[src/rtl/muldiv_seq_pkg.sv]
// Shared definitions for the multiply/divide sequencer.
// - state_t      : sequencer state encoding
// - OP_MULT/DIV  : operation codes carried on the op port
// - *_DEF        : default watchdog limit and counter width
package muldiv_seq_pkg;

    typedef enum logic [2:0] {
        ST_IDLE  = 3'd0,
        ST_CLR   = 3'd1,
        ST_RUN   = 3'd2,
        ST_WRITE = 3'd3,
        ST_DONE  = 3'd4,
        ST_EXC   = 3'd5
    } state_t;

    localparam logic [1:0] OP_MULT     = 2'b01;
    localparam logic [1:0] OP_DIV      = 2'b10;
    localparam int         TIMEOUT_DEF = 40;
    localparam int         CNT_W_DEF   = 6;

    function automatic logic op_valid(input logic [1:0] op);
        return (op == OP_MULT) || (op == OP_DIV);
    endfunction

endpackage

[src/rtl/muldiv_seq_if.sv]
// Bundle between the control unit / arithmetic units and the sequencer.
// master: control side (drives start/op/flush and the unit status flags)
// slave : the sequencer (drives unit enables/resets, HI/LO writes, status)
interface muldiv_seq_if;

    logic       start;
    logic [1:0] op;
    logic       flush;
    logic       mult_end;
    logic       div_done;
    logic       div_by0;

    logic       mult_control;
    logic       DivOp;
    logic       mult_reset;
    logic       div_reset;
    logic       HI_w;
    logic       LO_w;
    logic       hilo_sel;
    logic       busy;
    logic       done;
    logic       exc_divby0;
    logic       exc_timeout;

    modport master (
        output start, op, flush, mult_end, div_done, div_by0,
        input  mult_control, DivOp, mult_reset, div_reset, HI_w, LO_w,
               hilo_sel, busy, done, exc_divby0, exc_timeout
    );

    modport slave (
        input  start, op, flush, mult_end, div_done, div_by0,
        output mult_control, DivOp, mult_reset, div_reset, HI_w, LO_w,
               hilo_sel, busy, done, exc_divby0, exc_timeout
    );

endinterface

[src/rtl/muldiv_watchdog.sv]
// Watchdog for the RUN phase of the sequencer.
// Ports: clk, reset (sync, active-high), clear (zero the count),
//        enable (count up), expire (count has reached TIMEOUT-1).
module muldiv_watchdog
    import muldiv_seq_pkg::*;
#(
    parameter int TIMEOUT = TIMEOUT_DEF,
    parameter int CNT_W   = CNT_W_DEF
) (
    input  logic clk,
    input  logic reset,
    input  logic clear,
    input  logic enable,
    output logic expire
);

    logic [CNT_W-1:0] count_q, count_d;

    always_comb begin
        count_d = count_q;
        if (clear)
            count_d = '0;
        else if (enable)
            count_d = count_q + CNT_W'(1);
    end

    always_ff @(posedge clk) begin
        if (reset)
            count_q <= '0;
        else
            count_q <= count_d;
    end

    assign expire = (count_q == CNT_W'(TIMEOUT - 1));

endmodule

[src/rtl/muldiv_seq.sv]
// Sequencer for a shared multiplier/divider: clears the selected unit,
// runs it under a watchdog, then writes HI/LO or raises an exception.
// Ports: clk, reset (sync, active-high), bus (muldiv_seq_if.slave).
//
// state | meaning
// IDLE  | waiting for start with a valid op
// CLR   | one-cycle clear pulse to the selected unit
// RUN   | unit enabled, watchdog counting
// WRITE | HI/LO write enables for one cycle
// DONE  | completion pulse
// EXC   | divide-by-zero or timeout pulse, active unit cleared
module muldiv_seq
    import muldiv_seq_pkg::*;
#(
    parameter int TIMEOUT = TIMEOUT_DEF,
    parameter int CNT_W   = CNT_W_DEF
) (
    input  logic           clk,
    input  logic           reset,
    muldiv_seq_if.slave    bus
);

    state_t     state_q, state_d;
    logic [1:0] op_q, op_d;
    logic       mult_control_q, mult_control_d;
    logic       div_op_q, div_op_d;
    logic       mult_reset_q, mult_reset_d;
    logic       div_reset_q, div_reset_d;
    logic       hilo_w_q, hilo_w_d;
    logic       done_q, done_d;
    logic       exc_divby0_q, exc_divby0_d;
    logic       exc_timeout_q, exc_timeout_d;
    logic       busy_q, busy_d;
    logic       wd_expire;
    logic       is_div;
    logic       unit_done;
    logic       flushing;

    muldiv_watchdog #(.TIMEOUT(TIMEOUT), .CNT_W(CNT_W)) u_wd (
        .clk    (clk),
        .reset  (reset),
        .clear  (state_q == ST_CLR),
        .enable (state_q == ST_RUN),
        .expire (wd_expire)
    );

    assign is_div    = (op_q == OP_DIV);
    // Only the active unit's completion flag counts.
    assign unit_done = is_div ? bus.div_done : bus.mult_end;
    assign flushing  = bus.flush && (state_q != ST_IDLE);

    always_comb begin
        state_d        = state_q;
        op_d           = op_q;
        mult_control_d = 1'b0;
        div_op_d       = 1'b0;
        mult_reset_d   = 1'b0;
        div_reset_d    = 1'b0;
        hilo_w_d       = 1'b0;
        done_d         = 1'b0;
        exc_divby0_d   = 1'b0;
        exc_timeout_d  = 1'b0;

        case (state_q)
            ST_IDLE: begin
                if (bus.start && op_valid(bus.op)) begin
                    op_d    = bus.op;
                    state_d = ST_CLR;
                end
            end
            ST_CLR:   state_d = ST_RUN;
            ST_RUN: begin
                // div-by-zero beats completion; completion beats timeout
                if (is_div && bus.div_by0) begin
                    state_d      = ST_EXC;
                    exc_divby0_d = 1'b1;
                end else if (unit_done) begin
                    state_d = ST_WRITE;
                end else if (wd_expire) begin
                    state_d       = ST_EXC;
                    exc_timeout_d = 1'b1;
                end
            end
            ST_WRITE: state_d = ST_DONE;
            ST_DONE:  state_d = ST_IDLE;
            ST_EXC:   state_d = ST_IDLE;
            default:  state_d = ST_IDLE;
        endcase

        if (flushing) begin
            state_d       = ST_IDLE;
            exc_divby0_d  = 1'b0;
            exc_timeout_d = 1'b0;
        end

        // Outputs are registered as a function of the state being entered.
        case (state_d)
            ST_CLR, ST_EXC: begin
                mult_reset_d = (op_d == OP_MULT);
                div_reset_d  = (op_d == OP_DIV);
            end
            ST_RUN: begin
                mult_control_d = (op_d == OP_MULT);
                div_op_d       = (op_d == OP_DIV);
            end
            ST_WRITE: hilo_w_d = 1'b1;
            ST_DONE:  done_d   = 1'b1;
            default: ;
        endcase

        // An aborted op leaves both units cleared.
        if (flushing) begin
            mult_reset_d = 1'b1;
            div_reset_d  = 1'b1;
        end

        busy_d = (state_d != ST_IDLE);
    end

    always_ff @(posedge clk) begin
        if (reset) begin
            state_q        <= ST_IDLE;
            op_q           <= '0;
            mult_control_q <= 1'b0;
            div_op_q       <= 1'b0;
            mult_reset_q   <= 1'b0;
            div_reset_q    <= 1'b0;
            hilo_w_q       <= 1'b0;
            done_q         <= 1'b0;
            exc_divby0_q   <= 1'b0;
            exc_timeout_q  <= 1'b0;
            busy_q         <= 1'b0;
        end else begin
            state_q        <= state_d;
            op_q           <= op_d;
            mult_control_q <= mult_control_d;
            div_op_q       <= div_op_d;
            mult_reset_q   <= mult_reset_d;
            div_reset_q    <= div_reset_d;
            hilo_w_q       <= hilo_w_d;
            done_q         <= done_d;
            exc_divby0_q   <= exc_divby0_d;
            exc_timeout_q  <= exc_timeout_d;
            busy_q         <= busy_d;
        end
    end

    assign bus.mult_control = mult_control_q;
    assign bus.DivOp        = div_op_q;
    assign bus.mult_reset   = mult_reset_q;
    assign bus.div_reset    = div_reset_q;
    assign bus.HI_w         = hilo_w_q;
    assign bus.LO_w         = hilo_w_q;
    // Latched op stays put until the next accepted start.
    assign bus.hilo_sel     = (op_q == OP_DIV);
    assign bus.busy         = busy_q;
    assign bus.done         = done_q;
    assign bus.exc_divby0   = exc_divby0_q;
    assign bus.exc_timeout  = exc_timeout_q;

endmodule

[src/flat_wrapper.sv]
// flat-port wrapper written by rule: the top's interface ports become plain ports
module muldiv_seq_flat import muldiv_seq_pkg::*;
#(
    parameter int TIMEOUT = TIMEOUT_DEF,
    parameter int CNT_W   = CNT_W_DEF
)
  (clk, reset, bus_start, bus_op, bus_flush, bus_mult_end, bus_div_done, bus_div_by0, bus_mult_control, bus_DivOp, bus_mult_reset, bus_div_reset, bus_HI_w, bus_LO_w, bus_hilo_sel, bus_busy, bus_done, bus_exc_divby0, bus_exc_timeout);
  muldiv_seq_if bus_i ();
  input  logic clk;
  input  logic reset;
  input wire logic [$bits(bus_i.start)-1:0] bus_start;
  input wire logic [$bits(bus_i.op)-1:0] bus_op;
  input wire logic [$bits(bus_i.flush)-1:0] bus_flush;
  input wire logic [$bits(bus_i.mult_end)-1:0] bus_mult_end;
  input wire logic [$bits(bus_i.div_done)-1:0] bus_div_done;
  input wire logic [$bits(bus_i.div_by0)-1:0] bus_div_by0;
  output wire logic [$bits(bus_i.mult_control)-1:0] bus_mult_control;
  output wire logic [$bits(bus_i.DivOp)-1:0] bus_DivOp;
  output wire logic [$bits(bus_i.mult_reset)-1:0] bus_mult_reset;
  output wire logic [$bits(bus_i.div_reset)-1:0] bus_div_reset;
  output wire logic [$bits(bus_i.HI_w)-1:0] bus_HI_w;
  output wire logic [$bits(bus_i.LO_w)-1:0] bus_LO_w;
  output wire logic [$bits(bus_i.hilo_sel)-1:0] bus_hilo_sel;
  output wire logic [$bits(bus_i.busy)-1:0] bus_busy;
  output wire logic [$bits(bus_i.done)-1:0] bus_done;
  output wire logic [$bits(bus_i.exc_divby0)-1:0] bus_exc_divby0;
  output wire logic [$bits(bus_i.exc_timeout)-1:0] bus_exc_timeout;
  assign bus_i.start = bus_start;
  assign bus_i.op = bus_op;
  assign bus_i.flush = bus_flush;
  assign bus_i.mult_end = bus_mult_end;
  assign bus_i.div_done = bus_div_done;
  assign bus_i.div_by0 = bus_div_by0;
  assign bus_mult_control = bus_i.mult_control;
  assign bus_DivOp = bus_i.DivOp;
  assign bus_mult_reset = bus_i.mult_reset;
  assign bus_div_reset = bus_i.div_reset;
  assign bus_HI_w = bus_i.HI_w;
  assign bus_LO_w = bus_i.LO_w;
  assign bus_hilo_sel = bus_i.hilo_sel;
  assign bus_busy = bus_i.busy;
  assign bus_done = bus_i.done;
  assign bus_exc_divby0 = bus_i.exc_divby0;
  assign bus_exc_timeout = bus_i.exc_timeout;
  muldiv_seq #(.TIMEOUT(TIMEOUT), .CNT_W(CNT_W)) u_core (.clk(clk), .reset(reset), .bus(bus_i));
endmodule
[config.mk]
export PLATFORM = sky130hd
export DESIGN_NAME = muldiv_seq_flat
export DESIGN_NICKNAME = d
export VERILOG_FILES = /design/src/rtl/muldiv_seq_pkg.sv /design/src/rtl/muldiv_seq_if.sv /design/src/rtl/muldiv_watchdog.sv /design/src/rtl/muldiv_seq.sv /design/src/flat_wrapper.sv
export SDC_FILE = /design/constraint.sdc
export NUM_CORES = 1
export LEC_CHECK = 0
export CAP_MARGIN = 20
export CORE_AREA = 2 2 49 51
export DETAILED_ROUTE_END_ITERATION = 10
export DIE_AREA = 0 0 51 53
export PLACE_DENSITY = 0.72
export SYNTH_ARGS = -nofsm -noshare
export SYNTH_HDL_FRONTEND = slang
export SYNTH_HIERARCHICAL = 1
export SYNTH_SLANG_ARGS = --single-unit
[constraint.sdc]
create_clock -name clk -period 2 [get_ports clk]
set_input_delay 0.3 -clock clk [delete_from_list [all_inputs] [get_ports clk]]
set_output_delay 0.3 -clock clk [all_outputs]
set_load 0.05 [all_outputs]
-- After elaboration in Yosys (flattened, before gate mapping)
Cells that the tools add are included.
- word-level logic and storage cells: 58
- input port bits: 9
- bits in registers: 20
- bitwise operators: 2
- reduce and logical (&&, ||, !) cells: 12
- mux-type cells: 17
- eq/ne operators: 14
- add/subtract/negate cells: 1
- operators with widths (operator ; number):
    2-to-1 mux 3 bit ; 5
    == test 3 x 2 -> 1 bit, second input constant ; 4
    one-hot mux 3 bit (4 select lines) ; 1
    2-to-1 mux 1 bit ; 9
    adder 6 x 1 -> 6 bit, second input constant ; 1
    == test 2 bit, second input constant ; 3
    == test 3 x 1 -> 1 bit, second input constant ; 2
    == test 3 bit, second input constant ; 2
    == test 6 bit, second input constant ; 1
    nonzero test 3 bit ; 2
    OR reduction 2 bit ; 3
    OR reduction 5 bit ; 1
    == test 2 x 1 -> 1 bit, second input constant ; 2
    2-to-1 mux 2 bit ; 2
    logical AND 1 bit ; 3
    logical NOT 3 bit ; 1
    OR reduction 3 bit ; 1
    inverter 1 bit ; 2
    logical OR 1 bit ; 1

-- Depth between registers and ports, before layout
- word-level depth: 10
- depth in mapped cells: 7
- gate-level depth less buffers: 7

-- Modules after synthesis
Netlist, hierarchy kept.
- by module, submodules not included (module ; area an instance (um^2) ; instances ; cells each):
    muldiv_seq ; 660.6 ; 1 ; 75
    muldiv_watchdog ; 261.5 ; 1 ; 28

-- Least setup slack after synthesis
Ideal clock, no wire load.
- path kind: register to register
- start: register u_core.state_q[2]
- end: register u_core.div_reset_q (netlist: u_core/bus.div_reset)
- cell stages (with the launch flop): 6
- buffers on the path: 1
- period minus slack after synthesis: 1.926 ns
- library setup time: 0.101 ns
- slack: 0.074 ns
- arrival time: 1.825 ns
- cells stage by stage: dfxtp_1 -> clkbuf_1 -> nor3b_1 -> o31ai_1 -> o21a_1 -> o41ai_1
- longest elaborated chain between the ends: 9
- elaborated cells between the ends (all ways): 19
- RTL lines (what ; RTL line ; RTL):
    start, declared ; muldiv_seq.sv:23 ; state_t state_q, state_d;
    start signal, assigned ; muldiv_seq.sv:134 ; state_q <= state_d;
    2-to-1 mux 3 bit ; muldiv_seq.sv:79 ; end else if (wd_expire) begin
    2-to-1 mux 3 bit ; muldiv_seq.sv:77 ; end else if (unit_done) begin
    2-to-1 mux 3 bit ; muldiv_seq.sv:74 ; if (is_div && bus.div_by0) begin
    one-hot mux 3 bit (4 select lines) ; muldiv_seq.sv:64 ; case (state_q)
    2-to-1 mux 3 bit ; muldiv_seq.sv:90 ; if (flushing) begin
    == test 3 x 1 -> 1 bit / == test 3 bit (equally long branches) ; muldiv_seq.sv:97 ; case (state_d)
    OR reduction 2 bit ; muldiv_seq.sv:97 ;
    2-to-1 mux 1 bit ; muldiv_seq.sv:97 ;
    2-to-1 mux 1 bit (*) ; muldiv_seq.sv:112 ; if (flushing) begin
    end signal, assigned ; muldiv_seq.sv:139 ; div_reset_q <= div_reset_d;
    end, declared ; muldiv_seq.sv:28 ; logic div_reset_q, div_reset_d;
Every way passes the cells marked *; elsewhere a longest branch is shown, timed or not.
A chain may end at the register's enable or synchronous reset.

-- Worst setup path after layout
- start: register u_core.u_wd.count_q[1]
- end: register u_core.div_reset_q (netlist: u_core/bus.div_reset)
- longest elaborated chain between the ends: 10
- elaborated cells between the ends (all ways): 11
- RTL lines (what ; RTL line ; RTL):
    start, declared ; muldiv_watchdog.sv:17 ; logic [CNT_W-1:0] count_q, count_d;
    start signal, assigned ; muldiv_watchdog.sv:31 ; count_q <= count_d;
    == test 6 bit (*) ; muldiv_watchdog.sv:34 ; assign expire = (count_q == CNT_W'(TIMEOUT - 1));
    named net u_core.wd_expire ; muldiv_seq.sv:34 ; logic wd_expire;
    2-to-1 mux 3 bit (*) ; muldiv_seq.sv:79 ;
    2-to-1 mux 3 bit (*) ; muldiv_seq.sv:77 ;
    2-to-1 mux 3 bit (*) ; muldiv_seq.sv:74 ;
    one-hot mux 3 bit (4 select lines) (*) ; muldiv_seq.sv:64 ;
    2-to-1 mux 3 bit (*) ; muldiv_seq.sv:90 ;
    == test 3 x 1 -> 1 bit / == test 3 bit (equally long branches) ; muldiv_seq.sv:97 ;
    OR reduction 2 bit (*) ; muldiv_seq.sv:97 ;
    2-to-1 mux 1 bit (*) ; muldiv_seq.sv:97 ;
    2-to-1 mux 1 bit (*) ; muldiv_seq.sv:112 ;
The timed path passes the listed nets; every way through them passes the cells marked *.

==> results by group <==
GRT
  – Initial antenna violation count: 0
  – Largest net degree at the start of global routing: 13
  – Vias in the first global route: 837
  – Total global routing overflow: 0
  – All-Layer GR Usage: 18.8%
  – First-pass GRT wire length: 3700 microns

Power
  – Peak VDD IR: 0.976 mV
  – Pleak: 0.510 nW
  – Pwr/cell area: 708 nW/um^2

Floorplanning
  – Die height: 53 microns
  – Die area: 2700 sq um
  – Core Area: 2150 sq um
  – Die width: 51 microns
  – Starting Density: 42.9%
  – I/O Pins: 20
  – # rows: 17

Synth
  – Mapped Area: 922 sq um
  – Leading area contributor after synthesis: dfxtp_1
  – Number of distinct library cells after synthesis: 41
  – Most common flop cell mapped by yosys: dfxtp_1
  – Post-synthesis register bit count: 20
  – Yosys top cell area share: 43.4%
  – Cells after Synth: 103
  – Most frequent cell after synthesis: dfxtp_1
  – Syn avg cell area: 8.95 sq um
  – Post-synth EDFFs: 0
  – Asr flop ratio synth: 0%
  – Top cells by count, synth: 20 x dfxtp_1, 10 x nor2_1, 7 x a21oi_1, 7 x inv_1, 6 x nand2_1
  – Syn_nets: 113
  – Sequential share of the synthesized area: 43.4%
  – Synth area leaders: dfxtp_1 43%, nor2_1 4.1%, a21oi_1 3.8%
  – Yosys Warn Count: 6

Finish
  – Nets: 143
  – # diodes: 0
  – Multi-input combinational cell area: 485 sq um
  – Register area: 400 sq um
  – Fillers: 200
  – Area delta synth->final: 36.1%
  – Final core utilization: 58.4%
  – Final Cell Area: 1250 sq um
  – Share of cells above drive strength 1: 14.4%

Job
  – Max-cap viol count: 0

Timing
  – RSZ-0062 raised after global routing: false
  – Layout Skew: 0.00647 ns
  – Relative slew slack: 66.6%
  – FMAX: 0.543 GHz
  – Slew @ Worst Pin: 0.499 ns
  – Fin crit share: 92.0%
  – Fin Setup TNS: 0 ns
  – Max-slew violations: 0
  – Final hold vios: 0
  – Final min period: 1.84 ns
  – Final setup viols: 0

Worst hold path
  – Hold EP: u_core/u_wd/count_q[5]
  – Hold Path Origin: u_core/u_wd/count_q[5]
  – Worst hold path type: flip-flop to flip-flop
  – Hold path cells: 2

Critical path
  – RR Endpoint: u_core/bus.div_reset
  – CP endpoint kind: flip-flop
  – Worst setup SP type: flip-flop
  – CP required: 2.20 ns
  – CP arrival: 2.04 ns
  – Max stage delay on crit path: 0.38 ns
  – Flop2flop setup slack: 0.16 ns
  – Critical path type: flip-flop to flip-flop
  – Crit path max fanout: 3
  – Crit-path slowest cell: dfxtp_1
  – Reg2Reg Depth: 8
  – CP cell instances: ha_1 -> nand4b_1 -> nor2_1 -> nor2b_1 -> a2111oi_0 -> buf_4 -> nor3_1 -> o41ai_1
  – Worst r2r src: u_core/u_wd/count_q[1]

Clocking
  – CTS tree: done
  – H-tree levels: 1
  – Clk pin slew, worst setup/hold paths: 0.11 ns
  – Post-CTS Hold Fix Bufs: 0
  – CTS sink cnt: 20
  – Clock latency on the worst-skew pair: 0.29 ns
  – CTS resizes: 0
  – CTS buffer count: 3
  – Clk root buf: clkbuf_4
  – Number of setup buffers added after CTS: 0
  – Clk buf depth: 2

Status
  – Status: complete, no violations

Detailed routing
  – Mean number of vias per cell: 5.34
  – Routed Wire Length: 2100 microns
  – Detailed-route DRC error count: 0
  – Initial DRC Count: 9
  – DR WL/cell: 13.1 microns
  – Via count: 854
  – ANT nets after route: 0
  – Pre-antenna DRT Iters: 4

Placed design
  – Final HPWL DP: 1680 microns
  – Port buffer count: 19
  – RePlAce Congestion: 0.816
  – DP Area: 1200 sq um
-- where the power goes --
group          switching [W]  internal, W  leakage (nW)  total [W]
registers          0.0000109     0.000409         0.162   0.000420
clock network       0.000117     0.000202        0.0279   0.000319
logic              0.0000818    0.0000668         0.320   0.000149
total               0.000209     0.000679         0.510   0.000888
-- worst max-delay path, delay by kind of cell (launching register included) --
| kind | cells | cell delay (ns) |
|---|---|---|
| simple gates | 4 | 0.35 |
| buf+inv | 1 | 0.18 |
| compound gates | 2 | 0.62 |
| fa+ha+maj | 1 | 0.22 |
| flops | 1 | 0.38 |
-- layer usage --
layer | up-vias | track usage [%] | wire, microns
met4 | 0 | 4.05 | 12
met5 | - | 0 | 0
met1 | 407 | 20.4 | 895
li1 | 430 | - | -
met3 | 2 | 5.08 | 67
met2 | 15 | 36.1 | 1120
-- layout by cell type, fill, tap and decap left out, types with 2 or more instances in the layout --
cell             synthesis  final
nor2_1                  10     10
buf_4                    1     10
inv_1                    7      7
a211oi_1                 3      2
clkbuf_4                 0      3
a21oi_1                  7      7
clkdlybuf4s50_1          0     18
nor2b_1                  5      5
nor3b_1                  3      3
nand2_1                  6      6
o41ai_1                  2      2
and2_1                   2      2
dfxtp_1                 20     20
xor2_1                   4      4
o21ai_0                  4      4
-- cell families (layout without fill, tap and decap cells) --
| family | Yosys count | after routing | share of synthesized area (%) |
|---|---|---|---|
| compound gates | 26 | 26 | 18.9 |
| xor+xnor | 5 | 5 | 4.75 |
| buf+inv | 10 | 39 | 4.48 |
| fa+ha+maj | 1 | 1 | 1.36 |
| flops | 20 | 20 | 43.4 |
| mux | 1 | 1 | 1.09 |
| simple gates | 40 | 40 | 26.1 |
-- registers in the layout, summed over array words and instances (netlist names) --
| name | flops |
|---|---|
| u_core/u_wd/count_q | 6 |
| u_core/bus.mult_control | 1 |
| u_core/bus.DivOp | 1 |
| u_core/bus.exc_divby0 | 1 |
| u_core/state_q | 3 |
| u_core/op_q | 2 |
| u_core/bus.exc_timeout | 1 |
| u_core/bus.done | 1 |
| u_core/bus.busy | 1 |
| u_core/bus.HI_w | 1 |
| u_core/bus.mult_reset | 1 |
| u_core/bus.div_reset | 1 |
-- cell type report --
type | count | area share [%]
clock buffers | 3 | 1.79
flip-flops and latches | 20 | 31.9
clock inverters | 1 | 2.39
repair buffers | 28 | 20.3
multi-input cells | 73 | 38.7
inverters | 7 | 2.09
well taps | 28 | 2.79
-- through the flow --
stage	worst slack (ns)	std cells	hold slack, ns	total power (W)
5_1_grt	0.0138	160	0.556	0.000929
3_5_place_dp	0.0164	156	0.484	0.000576
6_report	0.160	160	0.500	0.000888
2_1_floorplan	0.0738	103	0.369	0.000512
4_1_cts	0.140	160	0.500	0.000893
3_3_place_gp	0.0496	156	0.477	0.000573
-- worst max path at each step --
| stage | startpoint | end | slack, ns | cells after the start |
|---|---|---|---|---|
| finish | u_core/u_wd/count_q[1] | u_core/bus.div_reset | 0.16 | 8 |
| global route | u_core/u_wd/count_q[1] | u_core/bus.DivOp | 0.01 | 8 |
| CTS | u_core/u_wd/count_q[1] | u_core/bus.done | 0.14 | 9 |
| detailed placement | bus_div_done | u_core/bus.DivOp | 0.02 | 6 |
| global placement | bus_div_done | u_core/bus.mult_control | 0.05 | 6 |
| floorplan | u_core/state_q[2] | u_core/bus.div_reset | 0.07 | 5 |
Note: power is estimated with default switching activity, not from simulation.
